File: src/rtl/hit_scorer_if.sv
// ============================================================================
// hit_scorer_if : game-control, key/lamp inputs and score outputs of hit_scorer
// Revision 1.0  : initial release
// ============================================================================
`default_nettype none

interface hit_scorer_if;
    logic       start;
    logic [8:0] keys;
    logic [8:0] lights;
    logic [5:0] light_counter;
    logic [7:0] hits;
    logic [7:0] misses;
    logic       hit_pulse;
    logic       active;
    logic       game_over;

    // master drives the game inputs, slave is the scorer itself
    modport master (
        output start, keys, lights, light_counter,
        input  hits, misses, hit_pulse, active, game_over
    );

    modport slave (
        input  start, keys, lights, light_counter,
        output hits, misses, hit_pulse, active, game_over
    );
endinterface

`default_nettype wire

File: src/rtl/hit_scorer.sv
// ============================================================================
// hit_scorer : classifies key presses against the lamp vector, tallies hits/misses
// Revision 1.0  : initial release
// ============================================================================
`default_nettype none

module hit_scorer #(
    parameter logic [5:0] MAX_FLICKS = 6'd30
) (
    input  logic         clk,
    input  logic         reset,
    hit_scorer_if.slave  bus
);

    typedef enum logic [1:0] {
        IDLE = 2'd0,
        PLAY = 2'd1,
        DONE = 2'd2
    } state_t;

    state_t     state_q, state_d;
    logic [8:0] sync1_q, sync1_d;
    logic [8:0] sync2_q, sync2_d;
    logic [8:0] prev_q, prev_d;
    logic [8:0] lights_prev_q, lights_prev_d;
    logic       armed_q, armed_d;
    logic [7:0] hits_q, hits_d;
    logic [7:0] misses_q, misses_d;
    logic       hit_pulse_q, hit_pulse_d;
    logic       active_q, active_d;
    logic       game_over_q, game_over_d;

    logic [8:0] press;
    logic       score_en;
    logic       hit;
    logic       expire;
    logic       wrong;
    logic       new_flick;

    always_comb begin
        press     = sync2_q & ~prev_q;
        score_en  = (state_q == PLAY) && bus.start;
        new_flick = (lights_prev_q == 9'd0) && (bus.lights != 9'd0);
        hit       = score_en && armed_q && ((press & bus.lights) != 9'd0);
        // hit needs lit lamps and expiry needs dark lamps, so they never coincide
        expire    = score_en && armed_q && (lights_prev_q != 9'd0) && (bus.lights == 9'd0);
        wrong     = score_en && !hit && !expire && ((press & ~bus.lights) != 9'd0);
    end

    always_comb begin
        sync1_d       = bus.keys;
        sync2_d       = sync1_q;
        prev_d        = sync2_q;
        lights_prev_d = bus.lights;

        armed_d = armed_q;
        if (new_flick) begin
            armed_d = 1'b1;
        end
        if (hit || (bus.lights == 9'd0)) begin
            armed_d = 1'b0;
        end

        hits_d      = hits_q;
        misses_d    = misses_q;
        hit_pulse_d = hit;
        if (hit && (hits_q != 8'hFF)) begin
            hits_d = hits_q + 8'd1;
        end
        if ((expire || wrong) && (misses_q != 8'hFF)) begin
            misses_d = misses_q + 8'd1;
        end
    end

    always_comb begin
        state_d = state_q;
        case (state_q)
            IDLE: begin
                if (bus.start) begin
                    state_d = PLAY;
                end
            end
            PLAY: begin
                if (bus.start && (bus.light_counter >= MAX_FLICKS) && (bus.lights == 9'd0)) begin
                    state_d = DONE;
                end
            end
            DONE:    state_d = DONE;
            default: state_d = IDLE;
        endcase
        active_d    = (state_d == PLAY);
        game_over_d = (state_d == DONE);
    end

    always_ff @(posedge clk or negedge reset) begin
        if (!reset) begin
            state_q       <= IDLE;
            sync1_q       <= 9'd0;
            sync2_q       <= 9'd0;
            prev_q        <= 9'd0;
            lights_prev_q <= 9'd0;
            armed_q       <= 1'b0;
            hits_q        <= 8'd0;
            misses_q      <= 8'd0;
            hit_pulse_q   <= 1'b0;
            active_q      <= 1'b0;
            game_over_q   <= 1'b0;
        end else begin
            state_q       <= state_d;
            sync1_q       <= sync1_d;
            sync2_q       <= sync2_d;
            prev_q        <= prev_d;
            lights_prev_q <= lights_prev_d;
            armed_q       <= armed_d;
            hits_q        <= hits_d;
            misses_q      <= misses_d;
            hit_pulse_q   <= hit_pulse_d;
            active_q      <= active_d;
            game_over_q   <= game_over_d;
        end
    end

    assign bus.hits      = hits_q;
    assign bus.misses    = misses_q;
    assign bus.hit_pulse = hit_pulse_q;
    assign bus.active    = active_q;
    assign bus.game_over = game_over_q;

endmodule

`default_nettype wire

File: src/flat_wrapper.sv
// flat-port wrapper written by rule: the top's interface ports become plain ports
module hit_scorer_flat 
#(
    parameter logic [5:0] MAX_FLICKS = 6'd30
)
  (clk, reset, bus_start, bus_keys, bus_lights, bus_light_counter, bus_hits, bus_misses, bus_hit_pulse, bus_active, bus_game_over);
  hit_scorer_if bus_i ();
  input  logic clk;
  input  logic reset;
  input wire logic [$bits(bus_i.start)-1:0] bus_start;
  input wire logic [$bits(bus_i.keys)-1:0] bus_keys;
  input wire logic [$bits(bus_i.lights)-1:0] bus_lights;
  input wire logic [$bits(bus_i.light_counter)-1:0] bus_light_counter;
  output wire logic [$bits(bus_i.hits)-1:0] bus_hits;
  output wire logic [$bits(bus_i.misses)-1:0] bus_misses;
  output wire logic [$bits(bus_i.hit_pulse)-1:0] bus_hit_pulse;
  output wire logic [$bits(bus_i.active)-1:0] bus_active;
  output wire logic [$bits(bus_i.game_over)-1:0] bus_game_over;
  assign bus_i.start = bus_start;
  assign bus_i.keys = bus_keys;
  assign bus_i.lights = bus_lights;
  assign bus_i.light_counter = bus_light_counter;
  assign bus_hits = bus_i.hits;
  assign bus_misses = bus_i.misses;
  assign bus_hit_pulse = bus_i.hit_pulse;
  assign bus_active = bus_i.active;
  assign bus_game_over = bus_i.game_over;
  hit_scorer #(.MAX_FLICKS(MAX_FLICKS)) u_core (.clk(clk), .reset(reset), .bus(bus_i));
endmodule
File: config.mk
export PLATFORM = sky130hd
export DESIGN_NAME = hit_scorer_flat
export DESIGN_NICKNAME = d
export VERILOG_FILES = /design/src/rtl/hit_scorer_if.sv /design/src/rtl/hit_scorer.sv /design/src/flat_wrapper.sv
export SDC_FILE = /design/constraint.sdc
export NUM_CORES = 1
export LEC_CHECK = 0
export ABC_AREA = 0
export ABC_CLOCK_PERIOD_IN_PS = 2250
export BUFFER_PORTS_ARGS = -buffer_cell sky130_fd_sc_hd__buf_2
export CAP_MARGIN = 20
export CORE_UTILIZATION = 50
export DETAILED_ROUTE_END_ITERATION = 10
export PLACE_DENSITY = 0.75
export SLEW_MARGIN = 15
export SYNTH_ARGS = -nofsm -noshare
export SYNTH_HDL_FRONTEND = slang
export SYNTH_SLANG_ARGS = --single-unit
File: constraint.sdc
create_clock -name clk -period 2.25 [get_ports clk]
set_input_delay 0.45 -clock clk [delete_from_list [all_inputs] [get_ports clk]]
set_output_delay 0.45 -clock clk [all_outputs]
set_load 0.005 [all_outputs]
Word-level counts from Yosys, hierarchy flattened
Cells that the tools add are included.

word-level totals
  bits in registers = 58
  bits of input ports = 27
  logic and storage cells = 55
  output and inout port bits = 19

operators by class
  reduce and logical (&&, ||, !) cells = 25
  magnitude comparators = 1
  bitwise operators = 5
  add/sub/neg operators = 2
  multiplexer cells = 5
  equal/unequal tests = 6

operator list
  cell                 count
  $reduce_bool 9->1    4
  $and 9x9->9          3
  $logic_not 9->1      2
  $not 9->9            2
  $add 8x1->8 const B  2
  $ne 8x8->1 const B   2
  $logic_and 1x1->1    13
  $ge 6x5->1 const B   1
  $pmux 2 s3           1
  $eq 2x1->1 const B   2
  $eq 2x2->1 const B   2
  $mux 2               2
  $logic_not 1->1      2
  $logic_not 2->1      1
  $logic_or 1x1->1     2
  $mux 1               2
  $reduce_bool 2->1    1

Longest topological paths before layout
Gate-level depths: netlist of the first run.

  depth in word-level cells = 11
  mapped depth = 7

Least setup slack after synthesis of the first run
Ideal clock, no wire load.

  path type = flip-flop to flip-flop
  start = register u_core.lights_prev_q[2]
  end = register u_core.misses_q[1], in the netlist u_core.bus.misses[1]
  stages on the path, launching flop included = 6
  buffers on the path = 0
  arrival time = 1.791 ns
  slack = 0.334 ns
  path through = dfrtp_1 > or4_4 > nor4_4 > and4bb_4 > o2bb2ai_4 > mux2_4

on the way
  cells in the longest elaborated chain, start to end = 8

ends and longest elaborated chain
  what                               RTL line           text
  start: declaration                 hit_scorer.sv:25   logic [8:0] lights_prev_q, lights_prev_d;
  start signal: assignment           hit_scorer.sv:113  lights_prev_q <= lights_prev_d;
  $reduce_bool 9->1 *                hit_scorer.sv:46   expire = score_en && armed_q && (lights_prev_q != 9'd0) && (bus.lights == 9'd0);
  $logic_and 1x1->1 * (2 in series)  hit_scorer.sv:46
  $logic_not 1->1                    hit_scorer.sv:47   wrong = score_en && !hit && !expire && ((press & ~bus.lights) != 9'd0);
  $logic_and 1x1->1 (2 in series)    hit_scorer.sv:47
  $logic_or 1x1->1 *                 hit_scorer.sv:70   if ((expire || wrong) && (misses_q != 8'hFF)) begin
  $logic_and 1x1->1 *                hit_scorer.sv:70
  end signal: assignment             hit_scorer.sv:116  misses_q <= misses_d;
  end: declaration                   hit_scorer.sv:28   logic [7:0] misses_q, misses_d;

Mark *: on every way between the ends. The rest lies on a longest branch, timed or not.
A chain may end at the register's enable or synchronous reset.

Final worst setup path of the first run
  start = register u_core.misses_q[0], in the netlist u_core.bus.misses[0]
  end = register u_core.misses_q[1], in the netlist u_core.bus.misses[1]

on the way
  cells in the longest elaborated chain, start to end = 2
  elaborated cells on any way between the ends = 3
  those cells by class = add/sub: 1; eq/ne: 1; reduce/logical: 1

ends and longest elaborated chain
  what
  parallel branches: the longest is 2 deep, another holds $add 8x1->8

Parallel ways; which one is timed is not known.

==> impl_metrics.json, run 1 <==
{
  "insertion_delay_ns": 0.32,
  "slowest_delay_ns": 0.41,
  "grt_pass1_wl_um": 5930,
  "cts.sinks": 58,
  "pwr-share-clk_pct": 39.2,
  "arrival_ns": 2.34,
  "reg2regPathDepth": 7,
  "max_slew_margin_pct": 53.1,
  "firstDrtPassIters": 5,
  "grtUsageTotal_pct": 19.1,
  "synth-seq-area-share_pct": 68.4,
  "h-tree-depth": 3,
  "numCtsBuffers": 9,
  "drt-initial-drc-count": 58,
  "timing.fmax_mhz": 469,
  "post-route-period-util_pct": 94.8,
  "status": "finished, final reports clean",
  "p_sw_share_pct": 23.9,
  "io_pins": 46,
  "row_count": 23,
  "synth.avg_cell_area_um2": 14.4,
  "synth_area_um2": 2120,
  "drv_slew": 0,
  "path_cells": "ha_1, and2_1, a311oi_2, o31ai_1, buf_4, o2bb2ai_4, mux2_4",
  "setup_viol": 0,
  "hp-class": "in2reg",
  "synth_nets": 176,
  "die_w_um": 67.2,
  "r2r_slack_ns": 0.12,
  "r2r_end": "u_core.bus.misses[1]$_DFFE_PN0P_",
  "cap_violations": 0,
  "critical_path.startpoint_type": "flop",
  "core_area_um2": 4030,
  "critPathLaunch": "u_core.bus.misses[0]$_DFFE_PN0P_",
  "fin_skew_ns": 0.00537,
  "ant_nets": 0,
  "gp_congestion": 0.774,
  "syn_inst": 147,
  "fp.dieArea_um2": 4510,
  "period_minus_slack_ns": 2.13,
  "clk_pin_slew_ns": 0.06,
  "setup_tns_ns": 0,
  "start_util_pct": 52.7,
  "wl_per_cell_um": 14.7,
  "finalPower_uw": 2560,
  "rsz0062_at_grt": "false",
  "diodes": 0,
  "tightest_slew_ns": 0.704,
  "regToRegStartpoint": "u_core.bus.misses[0]$_DFFE_PN0P_",
  "drc": 0,
  "die_y_um": 67.2,
  "cp.required_ns": 2.46,
  "synth.distinct_cells": 34,
  "nets": 232,
  "io_buffers": 44,
  "ys_seq_elements": 58,
  "area_growth_pct": 24.3,
  "hold_viol": 0,
  "critPathMaxFanout": 8,
  "hold_buffers": 0,
  "cts_buffer_depth": 2,
  "grt_max_degree": 59,
  "cts_tree": "yes",
  "dpl.hpwl_um": 2650,
  "crit_type": "reg2reg",
  "viasPerCell": 5.26,
  "route.vias.total": 1358,
  "power.density_nw_per_um2": 969,
  "seqPwrFrac_pct": 48.7,
  "layout-drive-gt1-share_pct": 33.2,
  "totalWireLength_um": 3780,
  "cts-root-buf": "clkbuf_8",
  "critPathCaptureType": "flop",
  "cp_slowest_cell": "dfrtp_1",
  "first_global_vias": 1362,
  "power.switching_uw": 611,
  "p_int_uw": 1950,
  "antenna_found_initial": 0,
  "ir_worst_vdd_uv": 692,
  "power_frac_comb_pct": 12.1,
  "leakagePower_uw": 0.00126,
  "cp-endpoint": "u_core.bus.misses[1]$_DFFE_PN0P_",
  "gr-total-overflow": 0,
  "yosysWarnings": 0
}
## what timing repair did
item	in CTS	in global routing
buffers inserted	0	0
gates resized for setup	0	1
setup endpoints to repair	0	4
## worst min path at each step
stage	start	to	slack [ns]	cells past startpoint
final	bus_keys[0]	u_core.sync1_q[0]$_DFF_PN0_	0.23	1
after global routing	bus_keys[3]	u_core.sync1_q[3]$_DFF_PN0_	0.21	1
after CTS	bus_keys[0]	u_core.sync1_q[0]$_DFF_PN0_	0.22	1
after detailed placement	u_core.sync1_q[5]$_DFF_PN0_	u_core.prev_d[5]$_DFF_PN0_	0.33	0
after global placement	u_core.sync1_q[5]$_DFF_PN0_	u_core.prev_d[5]$_DFF_PN0_	0.33	0
after floorplan	reset	u_core.armed_q$_DFFE_PN0P_	0.15	0
## layout make-up
| cell class | count | area (µm²) |
|---|---|---|
| inverters | 3 | 11.3 |
| clock inverters | 1 | 30.0 |
| well taps | 50 | 62.6 |
| clock buffers | 15 | 186 |
| fillers | 308 | 1390 |
| repair buffers | 46 | 235 |
| flip-flops and latches | 58 | 1450 |
| multi-input cells | 85 | 662 |
## worst max-delay path: cells and delay by family (launching register included)
kind / cells / cell delay (ns)
compound gates: 3 / 0.67
fa+ha+maj: 1 / 0.26
flops: 1 / 0.41
mux: 1 / 0.32
simple gates: 1 / 0.20
buf+inv: 1 / 0.15
## registers in the layout (all words and copies together) (netlist names)
name                  count
u_core.prev_d             9
u_core.bus.active         1
u_core.bus.hits           8
u_core.state_q            2
u_core.lights_prev_q      9
u_core.bus.game_over      1
u_core.sync1_q            9
u_core.prev_q             9
u_core.bus.misses         8
u_core.armed_q            1
u_core.bus.hit_pulse      1
## per-stage QoR
step	setup WS (ns)	cells	hold slack (ns)	area, µm²	utilization (%)
finish	0.117	258	0.229	2640	65.5
global route	0.00914	258	0.210	2640	65.5
global placement	0.153	242	0.331	2420	60.0
CTS	0.0745	258	0.219	2630	65.3
detailed placement	0.0967	242	0.335	2420	60.0
floorplan	0.334	147	0.154	2120	-
## synthesized netlist by cell type
master	instances	area share, %
a311oi_1	1	0.41
dfrtp_1	58	68
o32ai_1	1	0.41
and3_1	3	0.88
nor2_1	4	0.71
nand3_1	7	1.6
or3_1	2	0.59
nand3b_1	8	2.8
ha_1	2	1.2
or4_4	1	0.53
and4_1	2	0.83
or4_1	1	0.35
buf_2	1	0.24
o311a_1	1	0.47
o2111ai_1	1	0.41
o21a_1	1	0.35
o21ai_0	1	0.24
o2bb2ai_4	1	1.3
mux2_4	1	0.71
nand2_1	6	1.1
o31ai_1	1	0.35
nor4_1	1	0.29
and2_1	2	0.59
nor3_1	4	0.94
xnor2_1	11	4.5
nand4_1	5	1.5
mux2_2	3	1.6
and4bb_4	1	0.77
inv_1	3	0.53
nand2b_1	1	0.29
nor4_4	1	1.0
xor2_1	3	1.2
nor3b_1	7	2.5
a41oi_1	1	0.41
## metal layers
metal	part of all wire, %	track usage, %	vias to the layer above
met5	0	0	-
met4	2.6	13.0	0
met3	4.8	5.57	10
met2	52	30.8	37
met1	41	22.1	672
li1	-	-	639
## cells in the final DEF (no fill, tap or decap), drive strengths merged, types with 2 or more instances in the layout
master,instances
mux2,4
nand4,5
or3,2
nand2,6
nand3,7
xor2,3
ha,2
inv,3
dfrtp,58
nor4,2
nand3b,8
or4,2
clkbuf,15
xnor2,11
nor3b,7
and3,3
nor3,4
and4,2
and2,2
nor2,4
buf,46
## logic make-up after synthesis
| kind of cell | after synthesis | synth area share, % |
|---|---|---|
| flops | 58 | 68.4 |
| simple gates | 56 | 17.3 |
| xor+xnor | 14 | 5.78 |
| mux | 4 | 2.30 |
| buf+inv | 4 | 0.766 |
| compound gates | 9 | 4.36 |
| fa+ha+maj | 2 | 1.18 |
## power by group through the flow
stage | Sequential [µW] | Clock (µW) | Combinational, µW
3_5_place_dp | 1260 | 0 | 312
3_3_place_gp | 1250 | 0 | 294
5_1_grt | 1260 | 1080 | 342
6_report | 1240 | 1000 | 310
4_1_cts | 1240 | 1030 | 317
2_1_floorplan | 1250 | 0 | 151
No activity file was read; power rests on OpenSTA's default activity.
==> inputs of run 2 (changes only) <==
Settings changed: ABC_CLOCK_PERIOD_IN_PS 2250 to default.
Clock period 2.25 ns to 2.71 ns, I/O delays scaled along.
==> run 2 against run 1 <==
Compared with the run above:
- flip-flop and latch count unchanged
- utilization fell by 0.93 points
- final area down 1.4%
- clock skew rose by 0.0034 ns
==> impl_metrics.json, run 2 (synthesis gave the netlist of run 1 again) <==
{
  "hold_buffers": 0,
  "cts_tree": "yes",
  "totalWireLength_um": 3550,
  "hold_slack_ns": 0.202,
  "final_cells": 257,
  "nets": 232,
  "cp.required_ns": 2.93,
  "timing.fmax_mhz": 462,
  "placed_cells": 242,
  "crit_type": "reg2reg",
  "core_area_um2": 4030,
  "post-route-period-util_pct": 79.8,
  "dpl.hpwl_um": 2670,
  "cp_top_family": "compound AO/OA/AOI/OAI gates",
  "setup_tns_ns": 0,
  "numCtsBuffers": 9,
  "insertion_delay_ns": 0.31,
  "setup_viol": 0,
  "die_y_um": 67.2,
  "diodes": 0,
  "drc": 0,
  "grt_max_degree": 26,
  "gp_congestion": 0.788,
  "critPathMaxFanout": 8,
  "layout_common_cells": "dfrtp_1, buf_2, xnor2_1",
  "cap_violations": 0,
  "leakagePower_uw": 0.00124,
  "cts-root-buf": "clkbuf_8",
  "max_slew_margin_pct": 65.6,
  "cts_setup_buffers": 0,
  "clk_pin_slew_ns": 0.06,
  "arrival_ns": 2.38,
  "h-tree-depth": 3,
  "drt-initial-drc-count": 48,
  "viasPerCell": 5.22,
  "power.density_nw_per_um2": 774,
  "grtUsageTotal_pct": 18.4,
  "cts_resized": 0,
  "ant_nets": 0,
  "cp_slowest_cell": "dfrtp_1",
  "start_util_pct": 52.7,
  "firstDrtPassIters": 6,
  "die_w_um": 67.2,
  "first_global_vias": 1340,
  "rsz0062_at_grt": "false",
  "worst_slack_ns": 0.547,
  "grt_pass1_wl_um": 5830,
  "fin_skew_ns": 0.00879,
  "utilization_pct": 64.6,
  "io_buffers": 44,
  "wl_per_cell_um": 13.8,
  "ir_worst_vdd_uv": 622,
  "critPathCaptureType": "flop",
  "r2r_slack_ns": 0.55,
  "fillerInstances": 334,
  "route.vias.total": 1342,
  "drv_slew": 0,
  "io_pins": 46,
  "slowest_delay_ns": 0.41,
  "period_minus_slack_ns": 2.16,
  "area_growth_pct": 22.5,
  "hp-class": "in2async",
  "tightest_slew_ns": 0.516,
  "final_common_cell": "dfrtp_1",
  "cts_buffer_depth": 2,
  "critical_path.startpoint_type": "flop",
  "cts.sinks": 58,
  "dp_slack_ns": 0.423,
  "gr-total-overflow": 0,
  "row_count": 23,
  "antenna_found_initial": 0,
  "hold_viol": 0,
  "fp.dieArea_um2": 4510,
  "path_cells": "ha_1, and2_1, a311oi_1, o31ai_1, o2bb2ai_4, nand4_1, xnor2_1",
  "path_buf_inv": 0,
  "status": "finished, final reports clean",
  "layout-drive-gt1-share_pct": 32.4
}
## run 2: cell type report
| cell class | instances | area, µm² | area share (%) |
|---|---|---|---|
| sequential | 58 | 1450 | 55.8 |
| inverter | 3 | 11.3 | 0.433 |
| tap | 50 | 62.6 | 2.41 |
| clock buffer | 12 | 145 | 5.58 |
| clock inverter | 3 | 40.0 | 1.54 |
| timing repair buffer | 46 | 235 | 9.04 |
| multi-input combinational | 85 | 656 | 25.2 |
## run 2: power by group
| group | internal, µW | leakage [µW] | switching (µW) |
|---|---|---|---|
| Clock | 442 | 0.0000962 | 289 |
| Sequential | 953 | 0.000704 | 78.7 |
| Combinational | 135 | 0.000441 | 116 |
## run 2: path summary, 6_finish.rpt
kind	start	cells after the start	end
max	u_core.bus.misses[0]$_DFFE_PN0P_	7	u_core.bus.misses[7]$_DFFE_PN0P_
min	reset	1	u_core.prev_q[5]$_DFF_PN0_
max reg2reg	u_core.bus.misses[0]$_DFFE_PN0P_	7	u_core.bus.misses[7]$_DFFE_PN0P_
min reg2reg	u_core.sync1_q[0]$_DFF_PN0_	0	u_core.prev_d[0]$_DFF_PN0_
max in group asynchronous	reset	2	u_core.bus.misses[6]$_DFFE_PN0P_
min in group clk	bus_keys[7]	1	u_core.sync1_q[7]$_DFF_PN0_
## run 2: through the flow
stage          total power [µW]  cell area (µm²)
2_1_floorplan              1160             2120
3_3_place_gp               1280             2420
3_5_place_dp               1300             2420
4_1_cts                    2040             2600
5_1_grt                    2130             2600
6_report                   2010             2600
## run 2: metal layers
layer  up-vias  wire length, µm  track usage (%)
li1        637                -                -
met1       665             1560             22.8
met2        35             1780             28.6
met3         5              151             5.57
met4         0               52             10.4
met5         -                0                0
